`src/rtl/product_accumulator_if.sv`:
```
// Stream bundle between the multiplier front end and the product accumulator.
// master drives products, clear and out_ready; slave returns handshakes and block sums.
interface product_accumulator_if #(
  parameter int ACC_W = 24,
  parameter int CNT_W = 8
);
  logic             clear;
  logic             in_valid;
  logic             in_ready;
  logic [15:0]      product;
  logic             out_valid;
  logic             out_ready;
  logic [ACC_W-1:0] acc_out;
  logic [CNT_W-1:0] count;
  logic             overflow;

  modport master (
    output clear, in_valid, product, out_ready,
    input  in_ready, out_valid, acc_out, count, overflow
  );

  modport slave (
    input  clear, in_valid, product, out_ready,
    output in_ready, out_valid, acc_out, count, overflow
  );
endinterface

```
`src/rtl/product_accumulator.sv`:
```
// Clocked MAC back end: sums BLOCK_LEN 16-bit products and presents each block sum on valid/ready.
// Optional macro SAT_ACC_EN: saturating accumulation with a per-block overflow flag.
module product_accumulator #(
  parameter int ACC_W     = 24,
  parameter int CNT_W     = 8,
  parameter int BLOCK_LEN = 4
) (
  input logic                  clk_i,
  input logic                  rst_i,
  product_accumulator_if.slave bus
);
  typedef enum logic {ACCUM, DONE} state_e;

  localparam logic [CNT_W-1:0] LAST = CNT_W'(BLOCK_LEN - 1);

  state_e           state_q, state_d;
  logic [ACC_W-1:0] acc_q, acc_d;
  logic [CNT_W-1:0] count_q, count_d;
  logic [ACC_W-1:0] acc_out_q, acc_out_d;
  logic [ACC_W-1:0] sum;
  logic             beat;

  assign bus.in_ready  = (state_q == ACCUM);
  assign bus.out_valid = (state_q == DONE);
  assign bus.acc_out   = acc_out_q;
  assign bus.count     = count_q;
  assign beat          = bus.in_valid & bus.in_ready;

`ifdef SAT_ACC_EN
  logic [ACC_W:0] sum_w;
  logic           carry;
  logic           sticky_q, sticky_d;
  logic           ovf_q, ovf_d;

  assign sum_w        = {1'b0, acc_q} + (ACC_W+1)'(bus.product);
  assign carry        = sum_w[ACC_W];
  assign sum          = carry ? '1 : sum_w[ACC_W-1:0];
  assign bus.overflow = ovf_q;
`else
  assign sum          = acc_q + ACC_W'(bus.product);
  assign bus.overflow = 1'b0;
`endif

  always_comb begin
    state_d   = state_q;
    acc_d     = acc_q;
    count_d   = count_q;
    acc_out_d = acc_out_q;
`ifdef SAT_ACC_EN
    sticky_d  = sticky_q;
    ovf_d     = ovf_q;
`endif
    if (bus.clear) begin
      // Abort drops any pending sum but leaves acc_out showing the last one.
      state_d = ACCUM;
      acc_d   = '0;
      count_d = '0;
`ifdef SAT_ACC_EN
      sticky_d = 1'b0;
      ovf_d    = 1'b0;
`endif
    end else begin
      case (state_q)
        ACCUM: begin
          if (beat) begin
            if (count_q == LAST) begin
              acc_out_d = sum;
              acc_d     = '0;
              count_d   = '0;
              state_d   = DONE;
`ifdef SAT_ACC_EN
              ovf_d    = sticky_q | carry;
              sticky_d = 1'b0;
`endif
            end else begin
              acc_d   = sum;
              count_d = count_q + 1'b1;
`ifdef SAT_ACC_EN
              sticky_d = sticky_q | carry;
`endif
            end
          end
        end
        DONE: begin
          if (bus.out_ready) state_d = ACCUM;
        end
        default: state_d = ACCUM;
      endcase
    end
  end

  always_ff @(posedge clk_i) begin
    if (rst_i) begin
      state_q   <= ACCUM;
      acc_q     <= '0;
      count_q   <= '0;
      acc_out_q <= '0;
`ifdef SAT_ACC_EN
      sticky_q  <= 1'b0;
      ovf_q     <= 1'b0;
`endif
    end else begin
      state_q   <= state_d;
      acc_q     <= acc_d;
      count_q   <= count_d;
      acc_out_q <= acc_out_d;
`ifdef SAT_ACC_EN
      sticky_q  <= sticky_d;
      ovf_q     <= ovf_d;
`endif
    end
  end
endmodule

```
`src/flat_wrapper.sv`:
```
// flat-port wrapper written by rule: the top's interface ports become plain ports
module product_accumulator_flat 
#(
  parameter int ACC_W     = 24,
  parameter int CNT_W     = 8,
  parameter int BLOCK_LEN = 4
)
  (clk_i, rst_i, bus_clear, bus_in_valid, bus_product, bus_out_ready, bus_in_ready, bus_out_valid, bus_acc_out, bus_count, bus_overflow);
  product_accumulator_if #(.ACC_W(ACC_W), .CNT_W(CNT_W)) bus_i ();
  input logic clk_i;
  input logic rst_i;
  input wire logic [$bits(bus_i.clear)-1:0] bus_clear;
  input wire logic [$bits(bus_i.in_valid)-1:0] bus_in_valid;
  input wire logic [$bits(bus_i.product)-1:0] bus_product;
  input wire logic [$bits(bus_i.out_ready)-1:0] bus_out_ready;
  output wire logic [$bits(bus_i.in_ready)-1:0] bus_in_ready;
  output wire logic [$bits(bus_i.out_valid)-1:0] bus_out_valid;
  output wire logic [$bits(bus_i.acc_out)-1:0] bus_acc_out;
  output wire logic [$bits(bus_i.count)-1:0] bus_count;
  output wire logic [$bits(bus_i.overflow)-1:0] bus_overflow;
  assign bus_i.clear = bus_clear;
  assign bus_i.in_valid = bus_in_valid;
  assign bus_i.product = bus_product;
  assign bus_i.out_ready = bus_out_ready;
  assign bus_in_ready = bus_i.in_ready;
  assign bus_out_valid = bus_i.out_valid;
  assign bus_acc_out = bus_i.acc_out;
  assign bus_count = bus_i.count;
  assign bus_overflow = bus_i.overflow;
  product_accumulator #(.ACC_W(ACC_W), .CNT_W(CNT_W), .BLOCK_LEN(BLOCK_LEN)) u_core (.clk_i(clk_i), .rst_i(rst_i), .bus(bus_i));
endmodule
```
`config.mk`:
```
export PLATFORM = sky130hd
export DESIGN_NAME = product_accumulator_flat
export DESIGN_NICKNAME = d
export VERILOG_FILES = /design/src/rtl/product_accumulator_if.sv /design/src/rtl/product_accumulator.sv /design/src/flat_wrapper.sv
export SDC_FILE = /design/constraint.sdc
export NUM_CORES = 1
export LEC_CHECK = 0
export ABC_CLOCK_PERIOD_IN_PS = 3090
export CAP_MARGIN = 25
export CORE_ASPECT_RATIO = 1.1
export CORE_MARGIN = 4
export CORE_UTILIZATION = 63
export CTS_CLUSTER_SIZE = 30
export DETAILED_ROUTE_END_ITERATION = 8
export DONT_BUFFER_PORTS = 1
export PLACE_DENSITY = 0.8
export SLEW_MARGIN = 20
export SYNTH_ARGS = -nofsm -noshare
export SYNTH_HDL_FRONTEND = slang
export SYNTH_SLANG_ARGS = --single-unit
```
`constraint.sdc`:
```
create_clock -name clk_i -period 3.09 [get_ports clk_i]
set_clock_uncertainty 0.15 [all_clocks]
set_input_delay 0 -clock clk_i [delete_from_list [all_inputs] [get_ports clk_i]]
set_output_delay 0 -clock clk_i [all_outputs]
set_load 0.02 [all_outputs]
```
==> results_dict.tcl, run 1 <==
set metrics [dict create \
    htreeDepth 3 \
    grt_usage_pct 25.76 \
    cts-root-buf "clkbuf_8" \
    syn_to_final_growth_pct 9.157 \
    yosys-top-cells-area "dfxtp_1 35%, ha_1 6.5%, nand2_1 5.7%" \
    r2r_cells 7 \
    status "completed" \
    boundaryPins 56 \
    worstSetupStartpointType "register" \
    dp_hpwl_mm 5.827 \
    grt_max_degree 28 \
    synth_top_area_cell "dfxtp_1" \
    drc 0 \
    r2r_setup_slack_ns 0.28 \
    fin_nets 434 \
    yosys.area.top_type_share_pct 34.65 \
    grt_pass1_vias 2779 \
    cts_tree "done" \
    min_to "u_core.bus.acc_out[11]$_SDFFE_PP0P_" \
    via_per_inst 6.242 \
    leakage_nw 1.321 \
    maxSlewViolCount 0 \
    internal_power_mw 1.137 \
    synth_edf_count 0 \
    syn_area_um2 3293 \
    hold_path_class "input port to register" \
    p_clk_share_pct 39.2 \
    worst_pin_slew_ns 0.8811 \
    synth.avg_cell_area_um2 8.531 \
    path_delay_family "simple AND/OR/NAND/NOR gates" \
    worst-path-buf-inv 2 \
    cts_made_buffers 9 \
    drive_gt1_share_pct 12.00 \
    coreArea_um2 5034 \
    initial_core_util_pct 65.42 \
    fp.dieW_um 76.94 \
    cts_sinks 57 \
    yosysWarnings 0 \
    routed_wl_mm 8.244 \
    hp-start "bus_product[11]" \
    cp_slowest_stage_delay_ns 0.57 \
    wl_per_cell_um 18.00 \
    switching_share_pct 28.58 \
    cap_violations 0 \
    synth_cells 386 \
    worstPathArrival_ns 2.95 \
    die_h_um 83.83 \
    crit_required_ns 3.23 \
    crit_fanout 14 \
    crit_path_end_kind "register" \
    async_reset_ff_share_pct 0 \
    synth_seq_cells 57 \
    p_comb_share_pct 13.5 \
    tns_ns 0 \
    setup_violations 0 \
    rsz0062_at_grt "no" \
    core.rowCount 27 \
    grt_pass1_wl_mm 13.34 \
    max_freq_ghz 0.3552 \
    crit_cells 7 \
    vdd_drop_max_mv 0.2484 \
    hold_viol 0 \
    n_antenna_cell 0 \
    cts_buffer_depth 2 \
    crit_type "register to register" \
    seq_area_um2 1141 \
    antenna_left 0 \
    stdcell_area_um2 3595 \
    num_vias 2859 \
    r2r-start "u_core.bus.out_valid$_SDFF_PP0_" \
    seqPwrFrac_pct 47.3 \
    io_buffers 0 \
    critPathSlowestCell "dlygate4sd3_1" \
    multi_input_area_um2 2019 \
    synth-main-ff-cell "dfxtp_1" \
    finalCritPeriodShare_pct 91.10 \
    dieArea_um2 6449 \
    worstPathCellList "nor2b_1 -> nand3_1 -> nor2_4 -> buf_4 -> nand2_1 -> a21oi_1 -> dlygate4sd3_1" \
    power.density_nw_per_um2 442.7 \
    path_clk_slew_ns 0.07 \
    antenna_found_initial 0 \
    max-slew-margin-rel_pct 41.04 \
    dr.pass1.iters 4 \
    min_path_cells 3 \
    insertion_delay_ns 0.34 \
    synth_seq_area_share_pct 34.65 \
    period_needed_ns 2.815 \
    reg2reg_to "u_core.bus.acc_out[1]$_SDFFE_PP0P_" \
    dpl-instance-area_um2 3286 \
    grt-ovfl-total 0 \
    p_switching_uw 454.7 \
    syn_nets 425 \
    gp_congestion 0.8827 \
    ys_types 69 \
    drt_iter0_markers 185 \
    fillers 395 \
]
[worst max-delay path by stage]
stage | from | end | slack, ns
2_1_floorplan | u_core.acc_q[0]$_SDFFE_PP0P_ | u_core.bus.acc_out[10]$_SDFFE_PP0P_ | 0.58
3_3_place_gp | u_core.acc_q[0]$_SDFFE_PP0P_ | u_core.bus.acc_out[10]$_SDFFE_PP0P_ | 0.44
3_5_place_dp | u_core.acc_q[0]$_SDFFE_PP0P_ | u_core.bus.acc_out[10]$_SDFFE_PP0P_ | 0.33
4_1_cts | u_core.bus.count[0]$_SDFFE_PP0P_ | u_core.bus.acc_out[1]$_SDFFE_PP0P_ | 0.21
5_1_grt | u_core.acc_q[0]$_SDFFE_PP0P_ | u_core.bus.acc_out[10]$_SDFFE_PP0P_ | 0.10
6_report | u_core.bus.out_valid$_SDFF_PP0_ | u_core.bus.acc_out[1]$_SDFFE_PP0P_ | 0.28
[kinds of logic after synthesis]
family / count (synthesis) / synth area share (%)
AND/OR/NAND/NOR: 142 / 20.71
multiplexers: 1 / 0.3040
flip-flops: 57 / 34.65
adder cells (fa/ha/maj): 18 / 7.067
other: 1 / 0.1139
AO/OA/AOI/OAI: 118 / 26.60
buffers and inverters: 26 / 4.445
XOR/XNOR: 23 / 6.117
[what timing repair did]
| item | 4_1_cts | 5_1_grt |
|---|---|---|
| endpoints found under the setup margin | 0 | 1 |
| hold buffers | 11 | 0 |
| gates resized for setup | 0 | 2 |
| hold endpoints to repair | 45 | 0 |
| setup buffers | 0 | 0 |
[registers in the layout (all words and copies together), names as in the netlist]
name,cells
u_core.acc_q,24
u_core.bus.acc_out,24
u_core.bus.out_valid,1
u_core.bus.count,8
[cells in the final DEF, fill, tap and decap left out, drive strengths merged, types with 4 or more instances in the layout]
master / n
nand2: 50
xnor2: 14
nor4: 4
a21o: 7
nor2: 35
o21ai: 24
o21a: 4
xor2: 9
nand3b: 5
a21oi: 35
inv: 7
and3: 4
clkinv: 4
clkbuf: 11
nand2b: 7
dfxtp: 57
nor3: 8
a22oi: 6
a211oi: 9
buf: 6
dlygate4sd3: 11
ha: 17
a31oi: 6
and2: 5
nand3: 11
[power groups by stage]
stage                     Clock (mW)  Sequential (mW)  Combinational (mW)
after floorplan                    0            0.768               0.164
after global placement             0            0.768               0.187
after detailed placement           0            0.769               0.189
after CTS                      0.631            0.752               0.209
after global routing           0.671            0.752               0.238
final                          0.624            0.752               0.215
[layout make-up]
type                            count  share of cell area [%]
Multi-Input combinational cell    303                   56.18
Sequential cell                    57                   31.74
Timing Repair Buffer               17                   4.525
Clock buffer                       11                   3.933
Clock inverter                      5                  0.8702
Inverter                            7                  0.7309
Tap cell                           58                   2.019
[metal layers]
| layer | global-route usage [%] | wire length (um) |
|---|---|---|
| met1 | 32.17 | 3700 |
| met2 | 42.31 | 3929 |
| met3 | 7.235 | 486 |
| met4 | 8.896 | 129 |
| met5 | 0 | 0 |
[worst reg2reg max path, cell delays in order (launching register included)]
cell and delay (ns):
dfxtp_1 0.40, nor2b_1 0.44, nand3_1 0.34, nor2_4 0.35, buf_4 0.27, nand2_1 0.09
a21oi_1 0.16, dlygate4sd3_1 0.57
[through the flow]
step | util (%) | total power, mW | hold WS [ns] | worst slack, ns | std cells
2_1_floorplan | - | 0.9322 | 0.03179 | 0.5834 | 386
3_3_place_gp | 65.27 | 0.9548 | -0.07933 | 0.4404 | 430
3_5_place_dp | 65.27 | 0.9579 | -0.07810 | 0.3280 | 430
4_1_cts | 70.89 | 1.592 | 0.005687 | 0.2113 | 457
5_1_grt | 71.41 | 1.662 | 0.04897 | 0.1021 | 458
6_report | 71.41 | 1.591 | 0.008852 | 0.2750 | 458
[Yosys cell counts, types with 2 or more instances]
| library cell | number |
|---|---|
| a211oi_1 | 4 |
| a211oi_2 | 5 |
| a21o_1 | 6 |
| a21oi_1 | 32 |
| a21oi_2 | 3 |
| a22oi_1 | 6 |
| a311o_1 | 2 |
| a311oi_1 | 2 |
| a31oi_1 | 6 |
| and2_1 | 3 |
| and2_2 | 2 |
| and3_1 | 4 |
| buf_2 | 3 |
| buf_4 | 2 |
| buf_6 | 4 |
| clkbuf_1 | 8 |
| dfxtp_1 | 57 |
| ha_1 | 17 |
| inv_1 | 7 |
| nand2_1 | 50 |
| nand2b_1 | 7 |
| nand3_1 | 10 |
| nand3b_1 | 5 |
| nand4_1 | 3 |
| nor2_1 | 35 |
| nor2b_1 | 2 |
| nor3_1 | 6 |
| nor3_2 | 2 |
| nor4_1 | 4 |
| o21a_1 | 4 |
| o21ai_0 | 22 |
| o21bai_1 | 3 |
| or2_2 | 2 |
| or3_1 | 2 |
| xnor2_1 | 14 |
| xor2_1 | 9 |
Power figures use the tool's default switching activity.
==> inputs of run 2 (changes only) <==
--- a/config.mk
+++ b/config.mk
@@ -13,6 +13,7 @@
 export CTS_CLUSTER_SIZE = 30
 export DETAILED_ROUTE_END_ITERATION = 8
 export DONT_BUFFER_PORTS = 1
+export MAX_ROUTING_LAYER = met4
 export PLACE_DENSITY = 0.8
 export SLEW_MARGIN = 20
 export SYNTH_ARGS = -nofsm -noshare
==> run 2 against run 1 <==
Sequential share of layout area shrank 0.30 points. Power up 10%. Sequential power about the same. Utilization rose by 0.67 points. Maximum frequency is 0.68% lower. Critical path type unchanged. Largest power group is now the clock network. Highest routed layer unchanged.
==> results_dict.tcl, run 2 (synthesized netlist as in run 1, its figures left out) <==
set metrics [dict create \
    status "completed" \
    internal_power_mw 1.281 \
    routed_wl_mm 8.150 \
    final_common_cell "dfxtp_1" \
    gp_congestion 0.9008 \
    insertion_delay_ns 0.35 \
    drt_iter0_markers 184 \
    max_freq_ghz 0.3528 \
    r2r-start "u_core.acc_q[0]$_SDFFE_PP0P_" \
    grt_pass1_wl_mm 13.70 \
    r2r_setup_slack_ns 0.26 \
    dieArea_um2 6449 \
    dr.pass1.iters 5 \
    fillers 372 \
    wl_per_cell_um 17.79 \
    syn_to_final_growth_pct 10.18 \
    antenna_left 0 \
    p_switching_uw 471.8 \
    hold_path_class "input port to register" \
    via_per_inst 6.297 \
    p_comb_share_pct 12.3 \
    hold_viol 0 \
    initial_core_util_pct 65.42 \
    crit_required_ns 3.20 \
    dpl_worst_slack_ns 0.3244 \
    min_to "u_core.bus.acc_out[11]$_SDFFE_PP0P_" \
    cap_violations 0 \
    worst_pin_slew_ns 0.8916 \
    drc 0 \
    seqPwrFrac_pct 42.9 \
    leakage_nw 1.332 \
    hp-start "bus_product[11]" \
    cts_made_buffers 9 \
    grt_usage_pct 27.44 \
    tns_ns 0 \
    min_path_cells 3 \
    seq_area_um2 1141 \
    fp.dieW_um 76.94 \
    final_cell_mix "57 x dfxtp_1, 50 x nand2_1, 34 x nor2_1, 32 x a21oi_1, 22 x o21ai_0" \
    dp_hpwl_mm 5.717 \
    cts_buffer_depth 2 \
    postCtsSetupRepairBufs 0 \
    num_vias 2884 \
    coreArea_um2 5034 \
    n_antenna_cell 0 \
    worstPathArrival_ns 2.95 \
    htreeDepth 3 \
    boundaryPins 56 \
    cts_sinks 57 \
    cts-root-buf "clkbuf_8" \
    drive_gt1_share_pct 12.00 \
    grt_pass1_vias 2774 \
    grt-ovfl-total 0 \
    fin_nets 434 \
    period_needed_ns 2.834 \
    reg2reg_to "u_core.bus.acc_out[10]$_SDFFE_PP0P_" \
    whs_ns 0.01276 \
    r2r_cells 8 \
    finalCritPeriodShare_pct 91.72 \
    cts_tree "done" \
    grt_max_degree 28 \
    worstSetupStartpointType "register" \
    rsz0062_at_grt "no" \
    crit_fanout 5 \
    core.rowCount 27 \
    io_buffers 0 \
    final_util_pct 72.09 \
    total_power_mw 1.752 \
    maxSlewViolCount 0 \
    power.density_nw_per_um2 482.9 \
    final.setup.worst_slack_ns 0.2558 \
    vdd_drop_max_mv 0.2648 \
    path_clk_slew_ns 0.07 \
    max-slew-margin-rel_pct 40.34 \
    switching_share_pct 26.92 \
    setup_violations 0 \
    crit_type "register to register" \
    p_clk_share_pct 44.8 \
    multi_input_area_um2 2008 \
    antenna_found_initial 0 \
    die_h_um 83.83 \
    cts_hold_buf 11 \
    crit_path_end_kind "register" \
    cts_resized 0 \
]
==> run 2: routing by layer <==
metal	track usage, %	vias to the layer above	share of wire, %
li1	-	1414	-
met1	32.78	1352	43
met2	43.58	99	48
met3	6.156	19	6.0
met4	13.18	0	2.3
met5	-	-	0
==> run 2: worst max-delay path by stage <==
stage	cells past startpoint	startpoint	to
after global routing	8	u_core.acc_q[0]$_SDFFE_PP0P_	u_core.acc_q[10]$_SDFFE_PP0P_
after CTS	8	u_core.acc_q[0]$_SDFFE_PP0P_	u_core.bus.acc_out[10]$_SDFFE_PP0P_
after floorplan	8	u_core.acc_q[0]$_SDFFE_PP0P_	u_core.bus.acc_out[10]$_SDFFE_PP0P_
final	8	u_core.acc_q[0]$_SDFFE_PP0P_	u_core.bus.acc_out[10]$_SDFFE_PP0P_
after detailed placement	8	u_core.acc_q[0]$_SDFFE_PP0P_	u_core.bus.acc_out[10]$_SDFFE_PP0P_
after global placement	8	u_core.acc_q[0]$_SDFFE_PP0P_	u_core.bus.acc_out[10]$_SDFFE_PP0P_
==> run 2: worst max-delay path, cell delays in order (launching register included) <==
cell      delay (ns)
dfxtp_1         0.32
ha_1            0.22
fa_1            0.41
a21o_1          0.23
a311oi_2        0.46
o21ai_0         0.26
o31a_1          0.32
xnor2_1         0.15
a211oi_1        0.23
==> run 2: area by class of cell <==
type / instances / share of cell area [%]
inverter: 7 / 0.7241
timing repair buffer: 17 / 4.483
tap: 58 / 2.000
clock inverter: 7 / 2.586
clock buffer: 9 / 3.414
multi-input combinational: 303 / 55.34
sequential: 57 / 31.45
==> run 2: stage by stage <==
step	std cells	area, um2
after CTS	457	3613
after detailed placement	430	3286
after global placement	430	3286
after global routing	458	3628
final	458	3628
after floorplan	386	3293
==> run 2: power by group through the flow <==
stage / clock, mW / combinational [mW] / sequential (mW)
finish: 0.785 / 0.216 / 0.752
global route: 0.829 / 0.239 / 0.752
CTS: 0.789 / 0.210 / 0.751
detailed placement: 0 / 0.189 / 0.768
global placement: 0 / 0.187 / 0.768
floorplan: 0 / 0.164 / 0.768
==> inputs of run 3 (changes only) <==
--- a/config.mk
+++ b/config.mk
@@ -7,7 +7,7 @@
 export LEC_CHECK = 0
 export ABC_CLOCK_PERIOD_IN_PS = 3090
 export CAP_MARGIN = 25
-export CORE_ASPECT_RATIO = 1.1
+export CORE_ASPECT_RATIO = 2
 export CORE_MARGIN = 4
 export CORE_UTILIZATION = 63
 export CTS_CLUSTER_SIZE = 30
==> run 3 against run 2 <==
Clock power up 17%. Critical path depth stayed put. Count of clock-buffer cells in the layout is 1 higher. Cell count increased by 0.44%. Combinational power about the same. Global-route usage is 2.3 points higher. Power is 7.8% higher. Die area increased by 1.1%. Register-to-register slack got worse by 0.15 ns. Maximum frequency shrank 4.9%. Via count rose by 1.4%. Utilization is 0.052 points higher.
==> results_dict.tcl, run 3 (synthesized netlist as in run 1, its figures left out) <==
set metrics [dict create \
    status "completed" \
    cts-root-buf "clkbuf_8" \
    crit_type "register to register" \
    r2r_cells 8 \
    htreeDepth 3 \
    vdd_drop_max_mv 0.7843 \
    finalCritPeriodShare_pct 96.46 \
    final.setup.worst_slack_ns 0.1093 \
    power.density_nw_per_um2 514.2 \
    dp_cells 432 \
    cap_violations 0 \
    grt_max_degree 28 \
    rsz0062_at_grt "no" \
    path_clk_slew_ns 0.07 \
    grt_usage_pct 29.78 \
    n_antenna_cell 0 \
    cts_made_buffers 9 \
    initial_core_util_pct 64.67 \
    routed_wl_mm 8.691 \
    num_vias 2924 \
    fp.dieW_um 59.13 \
    crit_fanout 7 \
    reg2reg_to "u_core.bus.acc_out[21]$_SDFFE_PP0P_" \
    dieArea_um2 6518 \
    cts_resized 0 \
    crit_required_ns 3.24 \
    fin_nets 436 \
    antenna_left 0 \
    cts_sinks 57 \
    fillers 385 \
    r2r_setup_slack_ns 0.11 \
    drive_gt1_share_pct 12.19 \
    dp_hpwl_mm 6.270 \
    via_per_inst 6.357 \
    antenna_found_initial 0 \
    cts_tree "done" \
    insertion_delay_ns 0.35 \
    die_h_um 110.2 \
    endpoint "u_core.bus.acc_out[21]$_SDFFE_PP0P_" \
    max-slew-margin-rel_pct 45.28 \
    core.rowCount 37 \
    instances_no_fill 460 \
    crit_path_end_kind "register" \
    worst_pin_slew_ns 0.8178 \
    crit_path_start "u_core.acc_q[10]$_SDFFE_PP0P_" \
    drc 0 \
    hold_path_class "input port to register" \
    worstSetupStartpointType "register" \
    drt_iter0_markers 131 \
    dr.pass1.iters 4 \
    hold_viol 0 \
    max_freq_ghz 0.3355 \
    r2r-start "u_core.acc_q[10]$_SDFFE_PP0P_" \
    grt_pass1_vias 2932 \
    gp_congestion 0.9643 \
    grt-ovfl-total 0 \
    io_buffers 0 \
    final_common_cell "dfxtp_1" \
    grt_pass1_wl_mm 14.08 \
    leakage_nw 1.367 \
    worstPathArrival_ns 3.13 \
    cts_buffer_depth 2 \
    boundaryPins 56 \
    wl_per_cell_um 18.89 \
    final_cell_mix "57 x dfxtp_1, 50 x nand2_1, 34 x nor2_1, 32 x a21oi_1, 22 x o21ai_0" \
    setup_violations 0 \
    syn_to_final_growth_pct 11.55 \
    period_needed_ns 2.981 \
    coreArea_um2 5092 \
    dpl_worst_slack_ns 0.2842 \
    maxSlewViolCount 0 \
    tns_ns 0 \
]
## run 3: changes by cell type in the layout (fill, tap and decap cells not counted)
cell / delta
buf_8: -1
clkinvlp_4: -2
clkbuf_1: +1
buf_2: +1
inv_6: -1
bufinv_16: +2
buf_4: +2
## run 3: where the power goes
group / internal, mW / switching [mW] / total [mW]
Clock: 0.614 / 0.305 / 0.919
Sequential: 0.745 / 0.00734 / 0.753
Combinational: 0.0802 / 0.137 / 0.217
Total: 1.44 / 0.449 / 1.89
## run 3: repair_timing
item,in CTS,in global routing
hold buffers,12,0
setup endpoints to repair,0,1
setup buffers,0,0
endpoints found under the hold margin,46,0
## run 3: per-layer routing
layer	share of wire, %	global-route usage [%]
met1	37	30.12
met2	54	51.66
met3	5.0	6.643
met4	3.8	16.37
met5	0	-
## run 3: stage by stage
step / hold slack (ns) / instance area [um2] / util (%) / power, mW
after floorplan: 0.03179 / 3293 / - / 0.9322
after global placement: -0.08153 / 3301 / 64.82 / 0.9568
after detailed placement: -0.07867 / 3301 / 64.82 / 0.9617
after CTS: 0.009814 / 3679 / 72.24 / 1.896
after global routing: 0.02369 / 3674 / 72.14 / 1.956
final: 0.005574 / 3674 / 72.14 / 1.889
## run 3: cell type report
type / instances / area, um2 / share of cell area [%]
clock inverter: 6 / 130.1 / 3.542
inverter: 7 / 26.28 / 0.7153
timing repair buffer: 19 / 167.7 / 4.564
clock buffer: 10 / 127.6 / 3.474
multi-input combinational: 303 / 2008 / 54.67
tap: 58 / 72.57 / 1.975
sequential: 57 / 1141 / 31.06
## run 3: worst min path at each step
stage | from | end | cells after the start
4_1_cts | bus_product[4] | u_core.bus.acc_out[4]$_SDFFE_PP0P_ | 4
5_1_grt | rst_i | u_core.bus.acc_out[3]$_SDFFE_PP0P_ | 2
3_5_place_dp | rst_i | u_core.bus.acc_out[21]$_SDFFE_PP0P_ | 1
6_report | rst_i | u_core.bus.acc_out[3]$_SDFFE_PP0P_ | 2
2_1_floorplan | bus_out_ready | u_core.bus.out_valid$_SDFF_PP0_ | 2
3_3_place_gp | rst_i | u_core.bus.acc_out[20]$_SDFFE_PP0P_ | 1
## run 3: worst max-delay path, stage by stage, from the launching register on
cell and delay, ns:
dfxtp_1 0.32, ha_1 0.41, o21ai_0 0.12, a21oi_1 0.28, o2111ai_1 0.27, a221oi_4 0.43
xnor2_1 0.15, a211oi_2 0.24, dlygate4sd3_1 0.56
